[src/rtl/sort_step_ctrl_if.sv]
// Handshake bundle between the switch/button front end (master) and the step-wise sorter (slave).
// Element k of din/nums is packed at [k*WIDTH +: WIDTH].
interface sort_step_ctrl_if #(
  parameter int WIDTH = 4
);
  logic                 load;
  logic [4*WIDTH-1:0]   din;
  logic                 step;
  logic [4*WIDTH-1:0]   nums;
  logic                 sorting_done;
  logic                 busy;
  logic [1:0]           cmp_idx;
  logic [3:0]           swap_count;

  modport master (
    output load, din, step,
    input  nums, sorting_done, busy, cmp_idx, swap_count
  );

  modport slave (
    input  load, din, step,
    output nums, sorting_done, busy, cmp_idx, swap_count
  );
endinterface

[src/rtl/sort_step_ctrl.sv]
// Four-element bubble sort, one registered compare-and-swap per step; load restarts at once, no stall.
// SORT_AUTO_STEP_EN: steps come from an internal STEP_DIV-cycle divider instead of the step port.
module sort_step_ctrl #(
  parameter int WIDTH    = 4,
  parameter int STEP_DIV = 100_000_000
) (
  input logic             i_clk,
  input logic             i_rst_n,
  sort_step_ctrl_if.slave io_sort
);
  typedef enum logic [1:0] {IDLE, SORT, DONE} state_t;

  state_t             r_state;
  logic [4*WIDTH-1:0] r_nums;
  logic [1:0]         r_pass;
  logic [1:0]         r_cmp_idx;
  logic               r_pass_swapped;
  logic [3:0]         r_swap_count;
  logic               r_busy;
  logic               r_done;

  logic               w_step;
  logic [1:0]         w_idx_hi;
  logic [WIDTH-1:0]   w_a;
  logic [WIDTH-1:0]   w_b;
  logic               w_swap;
  logic               w_last;
  logic [4*WIDTH-1:0] w_nums_sw;

`ifdef SORT_AUTO_STEP_EN
  localparam int               CNT_W   = $clog2(STEP_DIV);
  localparam logic [CNT_W-1:0] CNT_MAX = CNT_W'(STEP_DIV - 1);
  logic [CNT_W-1:0] r_div_cnt;

  assign w_step = (r_div_cnt == CNT_MAX);
`else
  assign w_step = io_sort.step;
`endif

  assign w_idx_hi = r_cmp_idx + 2'd1;
  assign w_a      = r_nums[r_cmp_idx*WIDTH +: WIDTH];
  assign w_b      = r_nums[w_idx_hi*WIDTH +: WIDTH];
  assign w_swap   = (w_a > w_b);
  assign w_last   = (r_cmp_idx == (2'd2 - r_pass));

  always_comb begin
    w_nums_sw = r_nums;
    w_nums_sw[r_cmp_idx*WIDTH +: WIDTH] = w_b;
    w_nums_sw[w_idx_hi*WIDTH +: WIDTH]  = w_a;
  end

  always_ff @(posedge i_clk) begin
    if (!i_rst_n) begin
      r_state        <= IDLE;
      r_nums         <= '0;
      r_pass         <= 2'd0;
      r_cmp_idx      <= 2'd0;
      r_pass_swapped <= 1'b0;
      r_swap_count   <= 4'd0;
      r_busy         <= 1'b0;
      r_done         <= 1'b0;
`ifdef SORT_AUTO_STEP_EN
      r_div_cnt      <= '0;
`endif
    end else begin
`ifdef SORT_AUTO_STEP_EN
      // Divider only runs in SORT so the first auto step lands STEP_DIV cycles after load.
      if (io_sort.load || r_state != SORT || r_div_cnt == CNT_MAX) begin
        r_div_cnt <= '0;
      end else begin
        r_div_cnt <= r_div_cnt + 1'b1;
      end
`endif
      if (io_sort.load) begin
        r_state        <= SORT;
        r_nums         <= io_sort.din;
        r_pass         <= 2'd0;
        r_cmp_idx      <= 2'd0;
        r_pass_swapped <= 1'b0;
        r_swap_count   <= 4'd0;
        r_busy         <= 1'b1;
        r_done         <= 1'b0;
      end else if (w_step && r_state == SORT) begin
        if (w_swap) begin
          r_nums       <= w_nums_sw;
          r_swap_count <= r_swap_count + 4'd1;
        end
        if (w_last) begin
          // A clean pass means the array is ordered; pass 2 is the last one regardless.
          if (!(r_pass_swapped || w_swap) || r_pass == 2'd2) begin
            r_state <= DONE;
            r_busy  <= 1'b0;
            r_done  <= 1'b1;
          end else begin
            r_pass         <= r_pass + 2'd1;
            r_cmp_idx      <= 2'd0;
            r_pass_swapped <= 1'b0;
          end
        end else begin
          r_cmp_idx <= r_cmp_idx + 2'd1;
          if (w_swap) begin
            r_pass_swapped <= 1'b1;
          end
        end
      end
    end
  end

  assign io_sort.nums         = r_nums;
  assign io_sort.sorting_done = r_done;
  assign io_sort.busy         = r_busy;
  assign io_sort.cmp_idx      = r_cmp_idx;
  assign io_sort.swap_count   = r_swap_count;
endmodule
[src/flat_wrapper.sv]
// flat-port wrapper written by rule: the top's interface ports become plain ports
module sort_step_ctrl_flat 
#(
  parameter int WIDTH    = 4,
  parameter int STEP_DIV = 100_000_000
)
  (i_clk, i_rst_n, io_sort_load, io_sort_din, io_sort_step, io_sort_nums, io_sort_sorting_done, io_sort_busy, io_sort_cmp_idx, io_sort_swap_count);
  sort_step_ctrl_if #(.WIDTH(WIDTH)) io_sort_i ();
  input logic i_clk;
  input logic i_rst_n;
  input wire logic [$bits(io_sort_i.load)-1:0] io_sort_load;
  input wire logic [$bits(io_sort_i.din)-1:0] io_sort_din;
  input wire logic [$bits(io_sort_i.step)-1:0] io_sort_step;
  output wire logic [$bits(io_sort_i.nums)-1:0] io_sort_nums;
  output wire logic [$bits(io_sort_i.sorting_done)-1:0] io_sort_sorting_done;
  output wire logic [$bits(io_sort_i.busy)-1:0] io_sort_busy;
  output wire logic [$bits(io_sort_i.cmp_idx)-1:0] io_sort_cmp_idx;
  output wire logic [$bits(io_sort_i.swap_count)-1:0] io_sort_swap_count;
  assign io_sort_i.load = io_sort_load;
  assign io_sort_i.din = io_sort_din;
  assign io_sort_i.step = io_sort_step;
  assign io_sort_nums = io_sort_i.nums;
  assign io_sort_sorting_done = io_sort_i.sorting_done;
  assign io_sort_busy = io_sort_i.busy;
  assign io_sort_cmp_idx = io_sort_i.cmp_idx;
  assign io_sort_swap_count = io_sort_i.swap_count;
  sort_step_ctrl #(.WIDTH(WIDTH), .STEP_DIV(STEP_DIV)) u_core (.i_clk(i_clk), .i_rst_n(i_rst_n), .io_sort(io_sort_i));
endmodule
[config.mk]
export PLATFORM = sky130hd
export DESIGN_NAME = sort_step_ctrl_flat
export DESIGN_NICKNAME = d
export VERILOG_FILES = /design/src/rtl/sort_step_ctrl_if.sv /design/src/rtl/sort_step_ctrl.sv /design/src/flat_wrapper.sv
export SDC_FILE = /design/constraint.sdc
export NUM_CORES = 1
export LEC_CHECK = 0
export BUFFER_PORTS_ARGS = -buffer_cell sky130_fd_sc_hd__buf_2
export CAP_MARGIN = 25
export CORE_MARGIN = 1
export CORE_UTILIZATION = 44
export DETAILED_ROUTE_END_ITERATION = 16
export GPL_TIMING_DRIVEN = 0
export PLACE_DENSITY = 0.64
export SETUP_SLACK_MARGIN = 0.2
export SLEW_MARGIN = 25
export SYNTH_ARGS = -nofsm -noshare
export SYNTH_HDL_FRONTEND = slang
export SYNTH_SLANG_ARGS = --single-unit
[constraint.sdc]
create_clock -name i_clk -period 4.7 [get_ports i_clk]
set_input_delay 0.47 -clock i_clk [delete_from_list [all_inputs] [get_ports i_clk]]
set_output_delay 0.47 -clock i_clk [all_outputs]
set_load 0.02 [all_outputs]
**After elaboration in Yosys (flattened, before gate mapping)**

Cells that the tools add are included.

- Bits in registers: 28
- Input bits: 20
- Output and inout port bits: 24
- Word-level logic and storage cells: 62

- Add/sub/neg operators: 6
- $lt $le $gt $ge: 1
- Equality and inequality tests: 4
- Shift operators: 6
- Multiplexer cells: 18
- Bitwise logic cells: 2
- Reductions and logical operators: 17

Operators by type and width:

| kind | number |
|---|---|
| 4-bit negation with 34-bit output | 2 |
| 4-bit by 34-bit variable shift with 16-bit output, first input constant | 2 |
| 4-bit by 34-bit indexed part select with 16-bit output | 2 |
| 16-bit two-way mux | 3 |
| 16-bit bitwise mux | 2 |
| 16-bit by 5-bit indexed part select with 4-bit output | 2 |
| 3-bit AND reduction | 4 |
| 1-bit two-way mux | 11 |
| 2-bit nonzero test | 5 |
| 2-bit AND reduction | 3 |
| 2-bit by 1-bit adder with 2-bit output, second input constant | 2 |
| 4-bit by 1-bit adder with 4-bit output, second input constant | 1 |
| 4-bit greater-than comparator | 1 |
| 2-bit two-way mux | 2 |
| 2-bit by 1-bit equality test with 1-bit output, second input constant | 1 |
| 2-bit equality test | 1 |
| 2-bit equality test, second input constant | 1 |
| 1-bit logical OR | 2 |
| 2-bit inequality test, second input constant | 1 |
| 1-bit inverter | 2 |
| 2-bit OR reduction | 1 |
| 2-bit subtractor, first input constant | 1 |
| 1-bit logical AND | 1 |
| 1-bit logical NOT | 1 |

**Depth between registers and ports, before layout**

- Word-level depth: 10
- Depth in mapped cells: 13
- Gate-level depth less buffers: 11

**Worst setup path after synthesis**

No wires, ideal clock.

- Path type: register to register
- From: register u_core.r_cmp_idx[0] (netlist: u_core.io_sort.cmp_idx[0])
- To: register u_core.r_pass_swapped
- Library setup time: 115 ps
- Arrival time: 3228 ps
- Required time: 4585 ps
- Slack: 1358 ps
- Cell stages (with the launch flop): 14
- Period minus slack after synthesis: 3342 ps
- Cells stage by stage: dfxtp_1 buf_4 inv_1 buf_2 ha_1 buf_6 mux2_4 mux2i_1 ha_1 a21oi_2 nor2b_4 a21o_2 a21boi_1 o21a_1

- Longest elaborated chain between the ends: 8

RTL lines:

| item | RTL line | source |
|---|---|---|
| start: declaration | sort_step_ctrl.sv:16 | `logic [1:0] r_cmp_idx;` |
| start signal: assignment | sort_step_ctrl.sv:100 | `r_cmp_idx <= r_cmp_idx + 2'd1;` |
| 2-bit by 1-bit adder with 2-bit output | sort_step_ctrl.sv:40 | `assign w_idx_hi = r_cmp_idx + 2'd1;` |
| 16-bit by 5-bit indexed part select with 4-bit output | sort_step_ctrl.sv:42 | `assign w_b = r_nums[w_idx_hi*WIDTH +: WIDTH];` |
| 4-bit greater-than comparator | sort_step_ctrl.sv:43 | `assign w_swap = (w_a > w_b);` |
| 1-bit logical OR | sort_step_ctrl.sv:90 | `if (!(r_pass_swapped \|\| w_swap) \|\| r_pass == 2'd2) begin` |
| 1-bit logical NOT | sort_step_ctrl.sv:90 |  |
| 1-bit logical OR | sort_step_ctrl.sv:90 |  |
| 2-bit inequality test (no line) | n/a |  |
| 3-bit AND reduction (no line) | n/a |  |
| end signal: assignment | sort_step_ctrl.sv:79 | `r_pass_swapped <= 1'b0;` |
| end signal: assignment | sort_step_ctrl.sv:97 | `r_pass_swapped <= 1'b0;` |
| end signal: assignment | sort_step_ctrl.sv:102 | `r_pass_swapped <= 1'b1;` |
| end: declaration | sort_step_ctrl.sv:17 | `logic r_pass_swapped;` |

Several ways; a longest one is shown, not always the timed one.
A chain may end at the register's enable or synchronous reset.

**Final worst setup path**

- From: register u_core.r_cmp_idx[0] (netlist: u_core.io_sort.cmp_idx[0])
- To: register u_core.r_nums[11] (netlist: u_core.io_sort.nums[11])

- Longest elaborated chain between the ends: 8

RTL lines:

| item | RTL line | source |
|---|---|---|
| 2-bit by 1-bit adder with 2-bit output | sort_step_ctrl.sv:40 |  |
| 16-bit by 5-bit indexed part select with 4-bit output | sort_step_ctrl.sv:42 |  |
| 4-bit by 34-bit indexed part select with 16-bit output | sort_step_ctrl.sv:48 | `w_nums_sw[r_cmp_idx*WIDTH +: WIDTH] = w_b;` |
| 16-bit bitwise mux | sort_step_ctrl.sv:48 |  |
| 16-bit bitwise mux | sort_step_ctrl.sv:49 | `w_nums_sw[w_idx_hi*WIDTH +: WIDTH] = w_a;` |
| 16-bit two-way mux | sort_step_ctrl.sv:84 | `if (w_swap) begin` |
| 16-bit two-way mux | sort_step_ctrl.sv:83 | `end else if (w_step && r_state == SORT) begin` |
| 16-bit two-way mux | sort_step_ctrl.sv:74 | `if (io_sort.load) begin` |
| end signal: assignment | sort_step_ctrl.sv:76 | `r_nums <= io_sort.din;` |
| end signal: assignment | sort_step_ctrl.sv:85 | `r_nums <= w_nums_sw;` |
| end: declaration | sort_step_ctrl.sv:14 | `logic [4*WIDTH-1:0] r_nums;` |

Several ways; a longest one is shown, not always the timed one. The select of a mux whose other input is x is not followed.

==> impl_metrics.json <==
{
  "p_per_area_nw_per_um2": 238,
  "critPathMaxFanout": 11,
  "synth.most_common_cell": "nor2_1",
  "post-cts-setup-buffers": 0,
  "grt.overflow.total": 0,
  "cts_buffers": 3,
  "cts_tree": "done",
  "outcome": "completed",
  "clkSinkCount": 27,
  "area.growth.synth_to_final_pct": 15.0,
  "cts_repair_resize_count": 0,
  "hold_viol_final": 0,
  "viasPerCell": 5.77,
  "cp.required_ns": 4.91,
  "grt_usage": 0.238,
  "yosys_warnings": 0,
  "tns_ns": 0,
  "critPathMaxStageDelay_ns": 0.50,
  "cp_top_family": "compound AO/OA/AOI/OAI gates",
  "final_util": 0.540,
  "path_clk_slew_ns": 0.10,
  "synth_top_flop_cell": "dfxtp_1",
  "final_net_count": 308,
  "grt_pass1_wl_mm": 9.27,
  "drtIter0Drc": 101,
  "wl_mm": 5.63,
  "p_seq_frac": 0.438,
  "synth_nets": 262,
  "portBuffers": 41,
  "arrival_ns": 3.93,
  "core-area_um2": 4470,
  "endpoint_kind": "flop",
  "cts_hold_buf": 0,
  "p_int_w": 0.000374,
  "pin_count": 44,
  "critPathKind": "flop to flop",
  "antenna_left": 0,
  "synth_common_cells": "nor2_1 (33), dfxtp_1 (27), nand2_1 (18)",
  "vias": 1897,
  "setup_viol": 0,
  "drive_gt1_frac": 0.307,
  "switchingPower_w": 0.000202,
  "grt_max_degree": 15,
  "rsz0062_at_grt": "no",
  "leakage_nw": 1.03,
  "finClkSkew_ns": 0.00181,
  "hpwl_mm": 4.28,
  "synthArstFlopShare": 0,
  "timing.final.crit_period_ns": 3.72,
  "fillers": 442,
  "htree_levels": 1,
  "antenna_cells": 0,
  "antenna_found_initial": 0,
  "first_global_vias": 1811,
  "p_comb_frac": 0.322,
  "row_count": 24,
  "synth_cell_types": 50,
  "dieArea_um2": 5050,
  "ys_ff_latch": 27,
  "worstMarginPinSlew_ns": 0.647,
  "maxSlewHeadroom": 0.568,
  "synth_largest_area_cell": "dfxtp_1",
  "syn_avg_cell_area_um2": 9.05,
  "dp_cells": 325,
  "synth_top_area_frac": 0.257,
  "switching_share": 0.350,
  "insertion_delay_ns": 0.28,
  "maxSlewViolCount": 0,
  "crit_path_start_kind": "flop",
  "die_y_um": 71.1,
  "place.gp.congestion": 0.903,
  "fin_crit_sh": 0.791,
  "initial_utilization": 0.469,
  "max_freq_mhz": 269,
  "final_cells": 329,
  "dr.pass1.iters": 6,
  "drv_cap": 0,
  "ys_top_cells_by_area": "dfxtp_1 (26%), mux2i_1 (6.2%), ha_1 (6.0%)",
  "synth-edff-count": 0,
  "cp_slowest_cell": "dfxtp_1",
  "crit_buf_inv": 4,
  "min_path_type": "primary input to flop",
  "root_buffer": "clkbuf_8",
  "avgRoutedWirePerCell_um": 17.1,
  "p_clk_frac": 0.240,
  "clock_path_buffers": 2,
  "path_cells": "buf_4 -> inv_1 -> buf_2 -> ha_1 -> buf_6 -> mux2_4 -> mux2i_1 -> ha_1 -> nor2b_1 -> o211ai_4 -> a21oi_4 -> a21oi_2 -> mux2i_1",
  "irDropWorstVdd_v": 0.000106,
  "synth_cells": 232,
  "synth.yosys.seq_area_share": 0.257,
  "drc": 0,
  "synthesis.area_um2": 2100,
  "die_w_um": 71.1
}
layout make-up:
type	count	area, µm²	share of cell area
inverter	5	18.8	0.00777
buffer	14	95.1	0.0394
sequential	27	541	0.224
tap	52	65.1	0.0269
clock buffer	4	45.0	0.0187
multi-input combinational	186	1450	0.598
timing repair buffer	41	205	0.0850
cell families after synthesis:
| group | count (synthesis) | share of synthesized area |
|---|---|---|
| adders and majority gates | 10 | 0.0596 |
| muxes | 29 | 0.157 |
| and+or+nand+nor | 71 | 0.179 |
| buffers and inverters | 19 | 0.0542 |
| AOI/OAI and AO/OA | 70 | 0.268 |
| xor gates and xnor gates | 6 | 0.0250 |
| DFF | 27 | 0.257 |
per-stage QoR:
stage	hold slack [ns]	worst slack [ns]	total power, W	cell area [µm²]
6_report	0.481	0.980	0.000576	2410
5_1_grt	0.498	0.710	0.000606	2410
4_1_cts	0.483	0.954	0.000581	2410
3_5_place_dp	0.482	0.983	0.000441	2370
3_3_place_gp	0.472	1.05	0.000438	2370
2_1_floorplan	0.482	1.36	0.000393	2100
registers in the layout (all words and copies together), names as in the netlist:
register,count
u_core.io_sort.nums,16
u_core.io_sort.swap_count,4
u_core.io_sort.cmp_idx,2
u_core.r_pass,2
u_core.io_sort.sorting_done,1
u_core.r_pass_swapped,1
u_core.r_state,1
layout by cell type (no fill, tap or decap), types with 2 or more instances in the layout:
cell type,n
buf_2,43
nor2_1,33
dfxtp_1,27
nand2_1,18
mux2i_1,13
mux2_2,11
ha_1,10
o21ai_0,9
a221o_1,8
o211ai_1,8
a221oi_1,8
o21ai_1,8
o31ai_1,8
clkbuf_1,7
xnor2_1,6
inv_1,5
mux2_4,5
clkbuf_8,5
nand3_1,4
a211oi_1,3
a21oi_1,3
buf_6,2
a21oi_2,2
a21oi_4,2
or2_2,2
and4b_1,2
a211oi_2,2
per-layer routing:
| layer | GRT usage | up-vias | part of all wire |
|---|---|---|---|
| met1 | 0.354 | 870 | 0.52 |
| li1 | - | 957 | - |
| met2 | 0.359 | 65 | 0.42 |
| met3 | 0.0370 | 5 | 0.055 |
| met5 | 0 | - | 0 |
| met4 | 0.0556 | 0 | 0.0091 |
worst paths after layout:
check,depth (start not counted),slack (ns),endpoint,from
worst min-delay path,3,0.48,u_core.io_sort.nums[8],io_sort_din[8]
worst max register to register,13,0.98,u_core.io_sort.nums[11],u_core.io_sort.cmp_idx[0]
worst min register to register,2,0.49,u_core.io_sort.nums[5],u_core.io_sort.nums[5]
worst max-delay path,13,0.98,u_core.io_sort.nums[11],u_core.io_sort.cmp_idx[0]
worst min-delay path: stages:
cell,delay [ns]
buf_2,0.08
o211ai_1,0.07
mux2i_1,0.11
power by group through the flow:
stage          logic, W  clock network [W]  registers [W]
4_1_cts        0.000184           0.000145       0.000252
2_1_floorplan  0.000126                  0       0.000267
3_5_place_dp   0.000183                  0       0.000258
3_3_place_gp   0.000181                  0       0.000257
5_1_grt        0.000200           0.000152       0.000254
6_report       0.000185           0.000138       0.000252
(Power assumes the default switching activity.)
